## src/rtl/sprite_compositor_pkg.sv

```systemverilog
// Shared types and constants for the sprite compositor: FSM state encoding,
// default colour key and colour field widths.
package sprite_compositor_pkg;

  typedef enum logic [2:0] {
    ST_IDLE    = 3'd0,
    ST_PLAYING = 3'd1,
    ST_FLASH   = 3'd2,
    ST_OVER    = 3'd3
  } state_t;

  localparam int DEF_COLOR_W = 12;
  localparam logic [DEF_COLOR_W-1:0] DEF_TRANSPARENT = 12'h000;
  localparam int DEF_RED_W = DEF_COLOR_W / 3;

  // Colour channels split the pixel into three equal fields, red on top.
  function automatic int red_field_w(input int color_w);
    return color_w / 3;
  endfunction

endpackage

```

## src/rtl/sprite_compositor_layer_mux.sv

```systemverilog
// Combinational layer selection (priority or OR blend) and per-layer
// collision detection against the player sprite.
module layer_priority_mux
  import sprite_compositor_pkg::*;
#(
  parameter int N_LAYERS = 16,
  parameter int COLOR_W = DEF_COLOR_W,
  parameter logic [COLOR_W-1:0] TRANSPARENT = COLOR_W'(DEF_TRANSPARENT)
) (
  input  logic                              i_mode,
  input  logic                              i_blank,
  input  logic [COLOR_W-1:0]                i_player,
  input  logic [N_LAYERS-1:0][COLOR_W-1:0]  i_layer_color,
  input  logic [N_LAYERS-1:0]               i_layer_en,
  output logic [COLOR_W-1:0]                o_color,
  output logic [N_LAYERS-1:0]               o_hit
);

  logic [N_LAYERS-1:0] w_opaque;
  logic [COLOR_W-1:0]  w_prio;
  logic [COLOR_W-1:0]  w_or;
  logic                w_any_en;

  always_comb begin
    w_opaque = '0;
    for (int i = 0; i < N_LAYERS; i++) begin
      w_opaque[i] = i_layer_en[i] && (i_layer_color[i] != TRANSPARENT);
    end
  end

  // Scanning from the top index down lets the lowest index win.
  always_comb begin
    w_prio = TRANSPARENT;
    for (int i = N_LAYERS - 1; i >= 0; i--) begin
      if (w_opaque[i]) w_prio = i_layer_color[i];
    end
  end

  always_comb begin
    w_or     = '0;
    w_any_en = 1'b0;
    for (int i = 0; i < N_LAYERS; i++) begin
      if (i_layer_en[i]) begin
        w_or     = w_or | i_layer_color[i];
        w_any_en = 1'b1;
      end
    end
  end

  assign o_color = i_mode ? (w_any_en ? w_or : TRANSPARENT) : w_prio;
  assign o_hit   = (!i_blank && (i_player != TRANSPARENT)) ? w_opaque : '0;

endmodule

```

## src/rtl/sprite_compositor.sv

```systemverilog
// Two-stage sprite compositor with per-frame collision accumulation and a
// small game-state FSM that tints the screen red after a hit.
module sprite_compositor
  import sprite_compositor_pkg::*;
#(
  parameter int N_LAYERS = 16,
  parameter int COLOR_W = DEF_COLOR_W,
  parameter logic [COLOR_W-1:0] TRANSPARENT = COLOR_W'(DEF_TRANSPARENT),
  parameter int FLASH_FRAMES = 30,
  parameter int CNT_W = 8
) (
  input  logic                              pixel_clk,
  input  logic                              rst,
  input  logic                              hs_in,
  input  logic                              vs_in,
  input  logic                              blank_in,
  input  logic                              start,
  input  logic                              mode,
  input  logic [COLOR_W-1:0]                player_color,
  input  logic [N_LAYERS-1:0][COLOR_W-1:0]  layer_color,
  input  logic [N_LAYERS-1:0]               layer_en,
  input  logic [COLOR_W-1:0]                background,
  output logic [COLOR_W-1:0]                rgb_out,
  output logic                              hs_out,
  output logic                              vs_out,
  output logic                              enemy_run,
  output logic [N_LAYERS-1:0]               hit_mask,
  output logic [CNT_W-1:0]                  hit_frames,
  output logic [2:0]                        state_out
);

  localparam int RED_W = red_field_w(COLOR_W);
  localparam logic [COLOR_W-1:0] RED_MASK = ~({COLOR_W{1'b1}} >> RED_W);
  localparam int FC_W = $clog2(FLASH_FRAMES + 1);
  localparam logic [FC_W-1:0] FLASH_LOAD = FC_W'(FLASH_FRAMES - 1);

  state_t              r_state;
  state_t              w_state_next;
  logic [FC_W-1:0]     r_flash_cnt;
  logic [FC_W-1:0]     w_flash_next;
  logic                r_start_q;

  logic [COLOR_W-1:0]  r_layer_s1;
  logic [COLOR_W-1:0]  r_player_s1;
  logic [COLOR_W-1:0]  r_bg_s1;
  logic                r_hs_s1;
  logic                r_vs_s1;
  logic                r_blank_s1;
  logic [COLOR_W-1:0]  r_rgb;
  logic                r_hs_s2;
  logic                r_vs_s2;

  logic [N_LAYERS-1:0] r_acc;
  logic [N_LAYERS-1:0] r_hit_mask;
  logic [CNT_W-1:0]    r_hit_frames;

  logic [COLOR_W-1:0]  w_layer_color;
  logic [N_LAYERS-1:0] w_hit;
  logic                w_frame_edge;
  logic                w_start_rise;
  logic [COLOR_W-1:0]  w_pick;
  logic [COLOR_W-1:0]  w_tinted;

  layer_priority_mux #(
    .N_LAYERS    (N_LAYERS),
    .COLOR_W     (COLOR_W),
    .TRANSPARENT (TRANSPARENT)
  ) u_layer_mux (
    .i_mode        (mode),
    .i_blank       (blank_in),
    .i_player      (player_color),
    .i_layer_color (layer_color),
    .i_layer_en    (layer_en),
    .o_color       (w_layer_color),
    .o_hit         (w_hit)
  );

  assign w_frame_edge = r_vs_s1 & ~vs_in;
  assign w_start_rise = start & ~r_start_q;

  assign w_pick = (r_player_s1 != TRANSPARENT) ? r_player_s1 :
                  (r_layer_s1 != TRANSPARENT)  ? r_layer_s1  : r_bg_s1;
  assign w_tinted = ((r_state == ST_FLASH) || (r_state == ST_OVER)) ? (w_pick | RED_MASK) : w_pick;

  // Syncs idle high so that hs/vs look inactive straight out of reset.
  always_ff @(posedge pixel_clk or posedge rst) begin
    if (rst) begin
      r_layer_s1  <= '0;
      r_player_s1 <= '0;
      r_bg_s1     <= '0;
      r_hs_s1     <= 1'b1;
      r_vs_s1     <= 1'b1;
      r_blank_s1  <= 1'b0;
      r_rgb       <= '0;
      r_hs_s2     <= 1'b1;
      r_vs_s2     <= 1'b1;
    end else begin
      r_layer_s1  <= w_layer_color;
      r_player_s1 <= player_color;
      r_bg_s1     <= background;
      r_hs_s1     <= hs_in;
      r_vs_s1     <= vs_in;
      r_blank_s1  <= blank_in;
      r_rgb       <= r_blank_s1 ? '0 : w_tinted;
      r_hs_s2     <= r_hs_s1;
      r_vs_s2     <= r_vs_s1;
    end
  end

  // The boundary cycle's own collisions seed the new frame so none are lost.
  always_ff @(posedge pixel_clk or posedge rst) begin
    if (rst) begin
      r_acc        <= '0;
      r_hit_mask   <= '0;
      r_hit_frames <= '0;
    end else if (w_frame_edge) begin
      r_hit_mask <= r_acc;
      r_acc      <= w_hit;
      if ((r_acc != '0) && (r_hit_frames != '1)) r_hit_frames <= r_hit_frames + CNT_W'(1);
    end else begin
      r_acc <= r_acc | w_hit;
    end
  end

  always_ff @(posedge pixel_clk or posedge rst) begin
    if (rst) begin
      r_state     <= ST_IDLE;
      r_flash_cnt <= '0;
      r_start_q   <= 1'b0;
    end else begin
      r_state     <= w_state_next;
      r_flash_cnt <= w_flash_next;
      r_start_q   <= start;
    end
  end

  always_comb begin
    w_state_next = r_state;
    w_flash_next = r_flash_cnt;
    case (r_state)
      ST_IDLE: begin
        if (start) w_state_next = ST_PLAYING;
      end
      ST_PLAYING: begin
        if (w_frame_edge && (r_acc != '0)) begin
          w_state_next = ST_FLASH;
          w_flash_next = FLASH_LOAD;
        end
      end
      ST_FLASH: begin
        if (w_frame_edge) begin
          if (r_flash_cnt == '0) w_state_next = ST_OVER;
          else w_flash_next = r_flash_cnt - FC_W'(1);
        end
      end
      ST_OVER: begin
        if (w_start_rise) w_state_next = ST_IDLE;
      end
      default: w_state_next = ST_IDLE;
    endcase
  end

  assign rgb_out    = r_rgb;
  assign hs_out     = r_hs_s2;
  assign vs_out     = r_vs_s2;
  assign enemy_run  = (r_state == ST_PLAYING);
  assign hit_mask   = r_hit_mask;
  assign hit_frames = r_hit_frames;
  assign state_out  = r_state;

endmodule
```

## config.mk

```make
export PLATFORM = sky130hd
export DESIGN_NAME = sprite_compositor
export DESIGN_NICKNAME = d
export VERILOG_FILES = /design/src/rtl/sprite_compositor_pkg.sv /design/src/rtl/sprite_compositor_layer_mux.sv /design/src/rtl/sprite_compositor.sv
export SDC_FILE = /design/constraint.sdc
export NUM_CORES = 1
export LEC_CHECK = 0
export ABC_AREA = 0
export BUFFER_PORTS_ARGS = -buffer_cell sky130_fd_sc_hd__buf_2
export CORE_ASPECT_RATIO = 0.7
export CORE_MARGIN = 1.5
export CORE_UTILIZATION = 30
export DETAILED_ROUTE_END_ITERATION = 12
export SLEW_MARGIN = 10
export SYNTH_ARGS = -nofsm -noshare
export SYNTH_HDL_FRONTEND = slang
export SYNTH_SLANG_ARGS = --single-unit
```

## constraint.sdc

```tcl
create_clock -name pixel_clk -period 4.35 [get_ports pixel_clk]
set_input_delay 0.87 -clock pixel_clk [delete_from_list [all_inputs] [get_ports pixel_clk]]
set_output_delay 0.87 -clock pixel_clk [all_outputs]
set_load 0.01 [all_outputs]
```

---- Yosys cells after proc, flatten, opt, wreduce, memory -nomap -nowiden ----
Cells that the tools add are included.
word-level totals
  ROM bits ................................ 0
  flip-flop bits (word level) ............. 102
  input bits .............................. 239
  output and inout bits ................... 42
  memories kept ........................... 0
  bits in writable memories ............... 0
  latch bits .............................. 0
cells by class
  multiplexer cells ....................... 66
  divide/modulo/power cells ............... 0
  $mul .................................... 0
  shift operators ......................... 0
  $add $sub $neg .......................... 2
  equality and inequality tests ........... 10
  bitwise logic cells ..................... 20
  $lt $le $gt $ge ......................... 0
  reductions and logical operators ........ 47
operator list
  cell                                                                count
  12-bit 2-to-1 mux                                                   38
  12-bit nonzero test                                                 19
  12-bit bitwise OR                                                   15
  16-bit 2-to-1 mux                                                   2
  1-bit logical AND                                                   19
  1-bit 2-to-1 mux                                                    16
  16-bit bitwise OR                                                   1
  16-bit nonzero test                                                 1
  3-bit 2-to-1 mux                                                    5
  5-bit 2-to-1 mux                                                    3
  3-bit case mux with 4 select lines                                  1
  5-bit case mux with 2 select lines                                  1
  8-bit by 1-bit adder with 8-bit output, second input constant       1
  2-bit != test, second input constant                                4
  8-bit != test, second input constant                                1
  3-bit by 2-bit == test with 1-bit output, second input constant     2
  5-bit zero test                                                     1
  5-bit AND reduction                                                 1
  5-bit by 1-bit subtractor with 5-bit output, second input constant  1
  2-bit by 1-bit != test with 1-bit output, second input constant     2
  4-bit AND reduction                                                 1
  3-bit by 1-bit == test with 1-bit output, second input constant     1
  3-bit zero test                                                     1
  1-bit AND                                                           2
  5 further kinds                                                     6

---- Logic depth before layout (Yosys ltp) ----
  word-level depth ........................ 33
  depth in mapped cells ................... 9
  mapped depth without buffers ............ 8

---- By module ----
A second synthesis with hierarchy kept.
second synthesis, totals
  cell total of the unflattened synthesis .. 909
  area total of the unflattened synthesis .. 7412.1 µm²
modules (own cells, without submodules)
  module              area an instance (µm²)  cells an instance  times used
  layer_priority_mux  3737.3                  610                1
  sprite_compositor   3674.8                  299                1

---- Worst setup path before layout ----
OpenSTA, ideal clock, no wires.
  path kind ............................... input port to flip-flop
  from .................................... input layer_color[114] (netlist bit)
  to ...................................... register r_layer_s1[4]
  setup time .............................. 125 ps
  setup slack ............................. 1541 ps
  arrival time ............................ 2684 ps
  cell stages on the path ................. 8
  cells stage by stage .................... or4_4 o41ai_4 and2_1 buf_4 and3_4 o2111ai_1 a311oi_1 nor2_1
on the way
  longest elaborated chain between the ends .. 13
ends and longest elaborated chain
  element                           RTL line                           RTL
  start: declaration                sprite_compositor.sv:20            input logic [N_LAYERS-1:0][COLOR_W-1:0] layer_color,
  12-bit nonzero test               sprite_compositor_layer_mux.sv:27  w_opaque[i] = i_layer_en[i] && (i_layer_color[i] != TRANSPARENT);
  1-bit logical AND                 sprite_compositor_layer_mux.sv:27
  12-bit 2-to-1 mux (10 in series)  sprite_compositor_layer_mux.sv:35  if (w_opaque[i]) w_prio = i_layer_color[i];
  12-bit 2-to-1 mux                 sprite_compositor_layer_mux.sv:50  assign o_color = i_mode ? (w_any_en ? w_or : TRANSPARENT) : w_prio;
  net u_layer_mux.o_color[4]        sprite_compositor_layer_mux.sv:15  output logic [COLOR_W-1:0] o_color,
  end signal: assignment            sprite_compositor.sv:98            r_layer_s1 <= w_layer_color;
  end: declaration                  sprite_compositor.sv:43            logic [COLOR_W-1:0] r_layer_s1;
The timed path passes the listed nets, and every way through them passes these cells.
A chain may end at the register's enable or synchronous reset.

---- Final worst setup path ----
  from .................................... input layer_color[78] (netlist bit)
  to ...................................... register r_layer_s1[7]
on the way
  longest elaborated chain between the ends .. 10
ends and longest elaborated chain
  element                          RTL line
  12-bit nonzero test              sprite_compositor_layer_mux.sv:27
  1-bit logical AND                sprite_compositor_layer_mux.sv:27
  12-bit 2-to-1 mux (7 in series)  sprite_compositor_layer_mux.sv:35
  12-bit 2-to-1 mux                sprite_compositor_layer_mux.sv:50
  net u_layer_mux.o_color[7]       sprite_compositor_layer_mux.sv:15
The timed path passes the listed nets, and every way through them passes these cells.

==> impl_metrics.toml <==
[floorplanning]
die_w_um = 185.0
rows = 46
dieArea_um2 = 24120
die_h_um = 130.4
start_util_pct = 30.67
coreArea_um2 = 22680
ios = 281

[worst_setup_path]
cp_slowest_stage_delay_ns = 0.82
critPathLaunchType = "primary input"
path_class = "in -> reg"
endpoint_kind = "flop"
crit_slowest_cell = "o31ai_1"
worstPathRequired_ns = 4.61
worstReg2RegStart = "r_vs_s1"
path_cells = "buf_2 > or4_1 > o31ai_1 > nand3_1 > a2111oi_0 > o21ai_1 > nand4_1 > o2bb2ai_1"
reg2reg_slack_ns = 2.01
critPathMaxFanout = 7
critPathLaunch = "layer_color[78]"
worstPathArrival_ns = 3.51

[min_path]
holdCritStartpoint = "r_hs_s1"
hp-class = "reg -> reg"

[detailed_routing]
drc = 0
wl_mm = 37.64
routed_via_density = 6.225
drt_iter0_drc = 908
via_count = 8678
first_pass_iters = 5
antenna_left = 0
drt-wirelength-per-cell_um = 27.00

[timing]
finalCritPeriodShare_pct = 74.62
worst_pin_slew_ns = 0.9656
setup_slack_ns = 1.104
finalHoldViolCount = 0
setup_tns_ns = 0
setup_viol = 0
max_freq_ghz = 0.3081
finalClockSkew_ns = 0.009276
rsz0062_at_grt = "no"
period_needed_ns = 3.246
slew_headroom_pct = 35.08
slew_viol_final = 0

[final_layout]
nets = 1321
stdcell_area_um2 = 8947
syn_to_final_growth_pct = 28.66
utilization_pct = 39.46
instances_no_fill = 1394
drive_above_1_share_pct = 32.07

[cts]
cts_buffers = 9
clock_sinks = 101
cts_setup_buffers = 0
clockRootBuffer = "clkbuf_16"
htreeDepth = 3
clockBufferDepth = 2
cts_hold_buf = 0
cts_tree = "built"
clk_pin_slew_worst_paths_ns = 0.07
cts_resized = 0
clock_latency_ns = 0.35

[place]
post-dp-hpwl_mm = 30.52
gp_congestion = 1.002
placed_cells = 1375
post-place-ws_ns = 0.8492
placedInstanceArea_um2 = 8640
portBuffers = 279

[pwr]
power_leakage_nw = 3.869
irDropWorstVdd_v = 0.0002460
power.density_nw_per_um2 = 335.0

[global_routing]
track_usage_pct = 30.56
grt_pass1_vias = 8484
antenna_found_initial = 3
grt_pass1_wl_mm = 53.85
grt_remaining_overflow = 0
grt_max_degree = 59

[yosys]
ys_seq_area_share_pct = 36.42
synth.distinct_cells = 67
synth_edf_count = 0
async_reset_ff_share_pct = 100.0
ys.flop_type = "dfrtp_1"
synthesis.area_um2 = 6954
synth_warnings = 0
yosysTopAreaCell = "dfrtp_1"
synth_nets = 1074
synthCells = 827
yosysTopAreaCellShare_pct = 34.90
yosys.cell_count.top_type = "dfrtp_1"
synthTopCellsByCount = "97 x dfrtp_1, 96 x nand2_1, 64 x nor2_1"
syn_area_per_cell_um2 = 8.409
synth_area_leaders = "dfrtp_1 35%, nand2_1 5.2%, a22oi_1 5.0%"
synth-seq-cells = 101

[run]
cap_violations = 0

[run_status]
status = "complete, no violations"
flip-flops by register name (all words and copies together), names as in the netlist:
register	flops
hit_mask	16
r_acc	16
r_bg_s1	12
r_layer_s1	12
r_player_s1	12
rgb_out	12
hit_frames	8
r_flash_cnt	5
state_out	2
hs_out	1
r_blank_s1	1
r_hs_s1	1
r_start_q	1
r_vs_s1	1
vs_out	1
cells in the final DEF (no fill, tap or decap), types with 15 or more instances in the layout:
cell type  count
a221oi_1      20
buf_4         17
o21ai_0       61
nand4_1       15
a21oi_1       42
nand2_1       96
nor4_1        39
or4_1         28
nor2_1        64
buf_2        279
a22oi_1       46
mux2_2        18
dfrtp_1       97
nand3_1       31
final timing paths:
check,endpoint,cells after the start
worst max-delay path,r_layer_s1[7],8
worst min-delay path,hs_out,0
worst max register to register,r_flash_cnt[3],8
worst min register to register,hs_out,0
max in group asynchronous,r_hs_s1,3
min in group asynchronous,hit_mask[4],2
cells by family (layout without fill, tap and decap cells):
family | Yosys count | after routing | share of synthesized area, %
AND/OR/NAND/NOR | 311 | 311 | 22.67
AO/OA/AOI/OAI | 303 | 303 | 31.02
flip-flops | 101 | 101 | 36.42
buffers and inverters | 75 | 327 | 4.228
multiplexers | 18 | 18 | 2.915
XOR/XNOR | 10 | 10 | 1.259
adder cells (fa/ha/maj) | 8 | 8 | 1.439
other | 1 | 4 | 0.05392
layout make-up:
| type | instances | area [um^2] |
|---|---|---|
| inverter | 15 | 58.81 |
| fill | 2436 | 13730 |
| antenna | 3 | 7.507 |
| clock inverter | 6 | 71.32 |
| clock buffer | 10 | 229.0 |
| multi-input combinational | 651 | 4134 |
| tap | 312 | 390.4 |
| timing repair buffer | 296 | 1524 |
| sequential | 101 | 2532 |
routing by layer:
| layer | global-route usage (%) | wire length (um) | up-vias | part of all wire, % |
|---|---|---|---|---|
| met3 | 7.289 | 3699 | 117 | 9.8 |
| met2 | 48.52 | 16350 | 592 | 43 |
| met1 | 39.95 | 15970 | 4210 | 42 |
| li1 | - | - | 3759 | - |
| met5 | 0 | 0 | - | 0 |
| met4 | 13.20 | 1630 | 0 | 4.3 |
per-stage QoR:
step           hold slack [ns]  power, mW
3_3_place_gp            0.3522      2.169
2_1_floorplan           0.3452      1.704
4_1_cts                 0.3584      2.997
3_5_place_dp            0.3485      2.166
5_1_grt                 0.3650      3.146
6_report                0.3568      2.998
worst max-delay path, delay by kind of cell:
family	cells	cell delay (ns)
simple gates	3	1.01
buf+inv	1	0.11
compound gates	4	1.51
where the power goes:
group	total (mW)	internal, mW	switching [mW]
clock network	0.828	0.453	0.375
registers	1.19	1.08	0.116
logic	0.975	0.386	0.589
Note: power is estimated with default switching activity, not from simulation.
